$ cat config.mk
export PLATFORM = sky130hd
export DESIGN_NAME = wb_regfile_scoreboard
export DESIGN_NICKNAME = d
export VERILOG_FILES = /design/src/rtl/wb_regfile_scoreboard_pkg.sv /design/src/rtl/wb_scoreboard.sv /design/src/rtl/wb_regfile_scoreboard.sv
export SDC_FILE = /design/constraint.sdc
export NUM_CORES = 2
export LEC_CHECK = 0
export ABC_AREA = 0
export CAP_MARGIN = 25
export CORE_AREA = 2 2 522 524
export CTS_BUF_LIST = sky130_fd_sc_hd__clkbuf_2
export CTS_CLUSTER_SIZE = 16
export DETAILED_ROUTE_END_ITERATION = 16
export DIE_AREA = 0 0 524 526
export GPL_TIMING_DRIVEN = 0
export PLACE_DENSITY = 0.42
export SETUP_SLACK_MARGIN = 0.05
export SYNTH_ARGS = -nofsm -noshare
export SYNTH_HDL_FRONTEND = slang
export SYNTH_HIERARCHICAL = 1
export SYNTH_SLANG_ARGS = --single-unit
$ cat constraint.sdc
create_clock -name clk -period 7.4 [get_ports clk]
set_input_delay 1.48 -clock clk [delete_from_list [all_inputs] [get_ports clk]]
set_output_delay 1.48 -clock clk [all_outputs]
set_load 0.01 [all_outputs]
$ cat src/rtl/wb_regfile_scoreboard_pkg.sv
// Shared widths and constants for the write-back register file and its
// pending-write scoreboard.
package wb_regfile_scoreboard_pkg;
  localparam int DEF_DATA_W = 32;
  localparam int DEF_ADDR_W = 5;
  localparam int NREGS = 2**DEF_ADDR_W;
  localparam logic [4:0] REG_ZERO = 5'd0;
endpackage

$ cat src/rtl/wb_scoreboard.sv
// Pending-write scoreboard: one bit per destination register plus a
// registered population count. An issue (set) wins over a same-cycle write-back (clear).
module wb_scoreboard
  import wb_regfile_scoreboard_pkg::*;
#(
  parameter int ADDR_W = DEF_ADDR_W
) (
  input  logic                     clk,
  input  logic                     rst,
  input  logic                     i_set_en,
  input  logic [ADDR_W-1:0]        i_set_sel,
  input  logic                     i_clr_en,
  input  logic [ADDR_W-1:0]        i_clr_sel,
  output logic [(2**ADDR_W)-1:0]   o_pending,
  output logic [ADDR_W:0]          o_count
);
  localparam int NUM_REGS = 2**ADDR_W;
  localparam logic [NUM_REGS-1:0] ONE_HOT0 = {{(NUM_REGS-1){1'b0}}, 1'b1};
  localparam logic [ADDR_W:0] CNT_ONE = {{ADDR_W{1'b0}}, 1'b1};

  logic [NUM_REGS-1:0] r_pending;
  logic [NUM_REGS-1:0] w_set_vec;
  logic [NUM_REGS-1:0] w_clr_vec;
  logic [NUM_REGS-1:0] w_pending_next;
  logic [ADDR_W:0]     r_count;
  logic [ADDR_W:0]     w_count_next;
  logic                w_inc;
  logic                w_dec;

  // Decode set/clear requests; register 0 is never tracked.
  always_comb begin
    w_set_vec = '0;
    w_clr_vec = '0;
    if (i_set_en && (i_set_sel != ADDR_W'(REG_ZERO))) begin
      w_set_vec = ONE_HOT0 << i_set_sel;
    end else begin
      w_set_vec = '0;
    end
    if (i_clr_en && (i_clr_sel != ADDR_W'(REG_ZERO))) begin
      w_clr_vec = ONE_HOT0 << i_clr_sel;
    end else begin
      w_clr_vec = '0;
    end
    w_pending_next = (r_pending & ~w_clr_vec) | w_set_vec;
    w_inc = |(w_set_vec & ~r_pending);
    w_dec = |(w_clr_vec & r_pending & ~w_set_vec);
    case ({w_inc, w_dec})
      2'b10:   w_count_next = r_count + CNT_ONE;
      2'b01:   w_count_next = r_count - CNT_ONE;
      default: w_count_next = r_count;
    endcase
  end

  // Pending vector and its running count.
  always_ff @(posedge clk) begin
    if (rst) begin
      r_pending <= '0;
      r_count   <= '0;
    end else begin
      r_pending <= w_pending_next;
      r_count   <= w_count_next;
    end
  end

  assign o_pending = r_pending;
  assign o_count   = r_count;
endmodule

$ cat src/rtl/wb_regfile_scoreboard.sv
// Write-back sink: 32x32 register file with write-through bypass on two
// registered read ports, and a stall driven by the pending-write scoreboard.
module wb_regfile_scoreboard
  import wb_regfile_scoreboard_pkg::*;
#(
  parameter int DATA_W = DEF_DATA_W,
  parameter int ADDR_W = DEF_ADDR_W
) (
  input  logic              clk,
  input  logic              rst,
  input  logic [ADDR_W-1:0] ReadSelect1,
  input  logic [ADDR_W-1:0] ReadSelect2,
  input  logic [ADDR_W-1:0] IssueSelect,
  input  logic              IssueEnable,
  input  logic [DATA_W-1:0] WriteData,
  input  logic [ADDR_W-1:0] WriteSelect,
  input  logic              WriteEnable,
  output logic [DATA_W-1:0] ReadData1,
  output logic [DATA_W-1:0] ReadData2,
  output logic              Stall,
  output logic [ADDR_W:0]   PendingCount
);
  localparam int NUM_REGS = 2**ADDR_W;
  localparam logic [ADDR_W-1:0] ZERO_SEL = ADDR_W'(REG_ZERO);

  logic [DATA_W-1:0]   r_regs [NUM_REGS];
  logic [DATA_W-1:0]   r_rd1;
  logic [DATA_W-1:0]   r_rd2;
  logic [DATA_W-1:0]   w_val1;
  logic [DATA_W-1:0]   w_val2;
  logic [NUM_REGS-1:0] w_pending;
  logic [ADDR_W:0]     w_count;
  logic                w_wr_hit1;
  logic                w_wr_hit2;
  logic                w_haz1;
  logic                w_haz2;
  logic                w_stall;
  logic                w_wr_valid;

  assign w_wr_valid = WriteEnable && (WriteSelect != ZERO_SEL);
  assign w_wr_hit1  = WriteEnable && (WriteSelect == ReadSelect1);
  assign w_wr_hit2  = WriteEnable && (WriteSelect == ReadSelect2);

  // A source is hazardous only if pending and not being retired this cycle.
  always_comb begin
    w_haz1  = (ReadSelect1 != ZERO_SEL) && w_pending[ReadSelect1] && !w_wr_hit1;
    w_haz2  = (ReadSelect2 != ZERO_SEL) && w_pending[ReadSelect2] && !w_wr_hit2;
    w_stall = w_haz1 || w_haz2;
  end

  // Read value selection: r0 reads zero, then bypass, then the array.
  always_comb begin
    w_val1 = '0;
    w_val2 = '0;
    if (ReadSelect1 == ZERO_SEL) begin
      w_val1 = '0;
    end else if (w_wr_hit1) begin
      w_val1 = WriteData;
    end else begin
      w_val1 = r_regs[ReadSelect1];
    end
    if (ReadSelect2 == ZERO_SEL) begin
      w_val2 = '0;
    end else if (w_wr_hit2) begin
      w_val2 = WriteData;
    end else begin
      w_val2 = r_regs[ReadSelect2];
    end
  end

  // Register array commit; r0 is never written.
  always_ff @(posedge clk) begin
    if (rst) begin
      for (int i = 0; i < NUM_REGS; i++) begin
        r_regs[i] <= '0;
      end
    end else if (w_wr_valid) begin
      r_regs[WriteSelect] <= WriteData;
    end
  end

  // Read ports hold while the front end is stalled.
  always_ff @(posedge clk) begin
    if (rst) begin
      r_rd1 <= '0;
      r_rd2 <= '0;
    end else if (!w_stall) begin
      r_rd1 <= w_val1;
      r_rd2 <= w_val2;
    end
  end

  wb_scoreboard #(
    .ADDR_W(ADDR_W)
  ) u_scoreboard (
    .clk       (clk),
    .rst       (rst),
    .i_set_en  (IssueEnable && !w_stall),
    .i_set_sel (IssueSelect),
    .i_clr_en  (WriteEnable),
    .i_clr_sel (WriteSelect),
    .o_pending (w_pending),
    .o_count   (w_count)
  );

  assign ReadData1    = r_rd1;
  assign ReadData2    = r_rd2;
  assign Stall        = w_stall;
  assign PendingCount = w_count;
endmodule

==> flow_summary.json <==
{
  "grt_first_pass_wirelength_um": 480000,
  "cts.htree.levels": 5,
  "dominantRegCellSynth": "edfxtp_1",
  "final_cell_mix": "1,024 x edfxtp_1, 998 x and2_1, 556 x clkbuf_2",
  "nNetsFinal": 5390,
  "setup_viol": 0,
  "critPathKind": "in -> reg",
  "status": "finished, final reports clean",
  "synth_top_family_by_area": "multiplexers",
  "cts_setup_buffers": 0,
  "fmax_mhz": 154,
  "r2r_start": "u_scoreboard/o_pending[25]$_SDFF_PP0_",
  "firstDrtPassIters": 6,
  "combPwrFrac": 0.189,
  "synth_cell_types": 80,
  "post-route-min-period_ns": 6.50,
  "cap_violations": 0,
  "startpoint": "WriteSelect[4]",
  "root_buffer": "clkbuf_2",
  "critPathMaxFanout": 10,
  "start_util": 0.229,
  "power_frac_clock": 0.331,
  "cts_buffers": 343,
  "min_from": "ReadData1[9]$_SDFFE_PP0N_",
  "clock_sinks": 1126,
  "worstPathCellList": "clkdlybuf4s50_1 -> buf_2 -> xor2_1 -> nor4_1 -> and3_1 -> buf_2 -> nor2_1 -> a22oi_2 -> and2_1 -> buf_2 -> nand4bb_1 -> o2111ai_1 -> o211ai_1 -> nor4_1 -> nand4_1 -> ha_1 -> ha_1 -> a21o_1 -> a31oi_1 -> mux2_2 -> a31o_2 -> a21oi_1",
  "fill_cells": 28100,
  "fp.dieH_um": 526,
  "rsz0062_at_grt": "false",
  "slowest_stage": "clkdlybuf4s50_1",
  "synthXorXnorAreaFrac": 0.00170,
  "synth_area_per_cell_um2": 13.1,
  "hp-class": "reg -> reg",
  "yosysSeqAreaShare": 0.530,
  "endpoint_kind": "flop",
  "gr-total-overflow": 0,
  "synth-edff-count": 1024,
  "p_sw_mw": 5.45,
  "power_density_nw_per_um2": 216,
  "port-buffer-count": 120,
  "synth_mux_area_frac": 0.182,
  "postRouteAntennaNets": 0,
  "drt_iter0_drc": 7875,
  "timing.slew.headroom": 0.188,
  "total_power_mw": 15.6,
  "viasPerCell": 5.57,
  "holdBufCountCts": 0,
  "crit_top_cell": "buf_2",
  "fin_crit_sh": 0.879,
  "hold_viol": 0,
  "grt_antenna_before_repair": 33,
  "grt_pass1_vias": 48800,
  "regArea_um2": 32800,
  "synth_compound_area_frac": 0.0978,
  "mostFrequentLayoutCell": "edfxtp_1",
  "tightest_slew_ns": 1.22,
  "critPathRequiredTime_ns": 9.07,
  "crit_arrival_ns": 8.18,
  "async_flop_share": 0,
  "start_kind": "primary input",
  "wirelength_um": 379000,
  "cts_tree": "built",
  "pwr-share-seq": 0.480,
  "swShare": 0.349,
  "area_growth_pct": 17.1,
  "multi_input_area_um2": 26100,
  "drv_slew": 0,
  "design.die.area_um2": 276000,
  "syn-cell-area_um2": 61900,
  "drc": 0,
  "dp_hpwl_um": 269000,
  "clock_skew_ns": 0.276,
  "synthAdderAreaFrac": 0.00133,
  "clockBufferDepth": 4,
  "grt_usage": 0.266,
  "final_util": 0.269,
  "grt_max_degree": 33,
  "core-area_um2": 270000,
  "synth-seq-cells": 1126,
  "dpl_cell_area_um2": 69400,
  "synth-simple-area-share": 0.137,
  "ys_warn_count": 6,
  "clkTransAtPathRegs_ns": 0.09,
  "drive_above_1_share": 0.214,
  "top_level_ports": 127,
  "die_width_um": 524,
  "vias": 51000,
  "vdd_ir_drop_max_uv": 94.5,
  "power.leakage_nw": 26.1,
  "final_area_um2": 72500,
  "gp_congestion": 1.01,
  "syn_inst": 4737,
  "critPathMaxStageDelay_ns": 0.65,
  "worstSkewPairLatency_ns": 1.80,
  "drt-wirelength-per-cell_um": 41.3,
  "p_int_mw": 10.2,
  "cts-resized-gates": 0,
  "placementRows": 191
}
==> power by group through the flow <==
stage               logic (mW)  registers, mW  clock network (mW)
floorplan                 1.27           7.58                   0
global placement          2.73           7.64                   0
detailed placement        2.83           7.65                   0
CTS                       2.83           7.50                5.19
global route              2.91           7.55                5.52
finish                    2.95           7.51                5.18
==> layer usage <==
metal  share of wire  global-route usage  vias to the layer above
met5         0.00042                   0                        -
met4           0.079               0.181                       24
met3            0.12              0.0846                      985
met2            0.42               0.386                     3904
met1            0.38               0.335                    26600
li1                -                   -                    19500
==> registers in the layout (all words and copies together) (netlist names) <==
name,count
u_scoreboard/o_count,6
ReadData2,32
r_regs,1024
ReadData1,32
u_scoreboard/o_pending,32
==> metrics by stage <==
stage | cells | TNS [ns] | hold WS (ns) | setup slack [ns]
finish | 9158 | 0 | 0.475 | 0.896
global route | 9145 | 0 | 0.490 | 0.770
CTS | 9135 | 0 | 0.443 | 0.997
detailed placement | 8548 | -1.90 | 0.460 | -0.767
global placement | 8458 | -2.09 | 0.464 | -0.763
floorplan | 4768 | 0 | 0.459 | 1.75
==> cell families (layout without fill, tap and decap cells) <==
group           Yosys count  in the layout
simple gates           1444           1444
flops                  1126           1126
mux                     797            797
compound gates          767            767
buf+inv                 584           1386
xor+xnor                 12             12
fa+ha+maj                 6              6
other cells               1             50
==> Yosys cell counts, types with 16 or more instances <==
library cell,n,area [um^2]
a211oi_1,30,225
a21oi_1,96,480
a221o_1,50,500
a221oi_1,204,1790
a22oi_1,64,480
and2_1,998,6240
buf_2,56,280
buf_4,35,263
buf_6,56,631
clkbuf_1,323,1210
dfxtp_1,102,2040
edfxtp_1,1024,30700
inv_1,83,312
mux2i_1,536,5370
mux4_2,250,5630
nand2_1,70,263
nand2b_1,25,156
nand3_1,16,80.1
nand4_1,20,125
nor2_1,164,616
nor3_1,49,245
o2111ai_1,30,263
o211ai_1,22,165
o21ai_0,99,495
o22ai_1,46,288
o31ai_1,17,128
o32ai_2,34,553
or2_2,36,225
==> critical path, delay by kind of cell <==
kind                       cells  cell delay (ns)
adders and majority gates      2             0.64
AOI/OAI and AO/OA              7             1.76
xor gates and xnor gates       1             0.11
buffers and inverters          4             1.68
and+or+nand+nor                7             2.12
muxes                          1             0.39
==> cell type report <==
class	instances	area share
timing repair buffer	215	0.0400
tap	3570	0.0616
buffer	499	0.0391
inverter	85	0.00440
multi-input combinational	3058	0.361
clock buffer	503	0.0347
sequential	1126	0.452
antenna	18	0.000621
clock inverter	84	0.00687
==> worst paths after layout <==
check	endpoint	slack (ns)	cells after the start
setup / recovery	u_scoreboard/o_count[5]$_SDFFE_PP0P_	0.90	22
hold / removal	ReadData1[9]$_SDFFE_PP0N_	0.47	2
setup reg to reg	u_scoreboard/o_count[5]$_SDFFE_PP0P_	1.60	18
hold reg to reg	ReadData1[9]$_SDFFE_PP0N_	0.47	2
(Power assumes the default switching activity.)
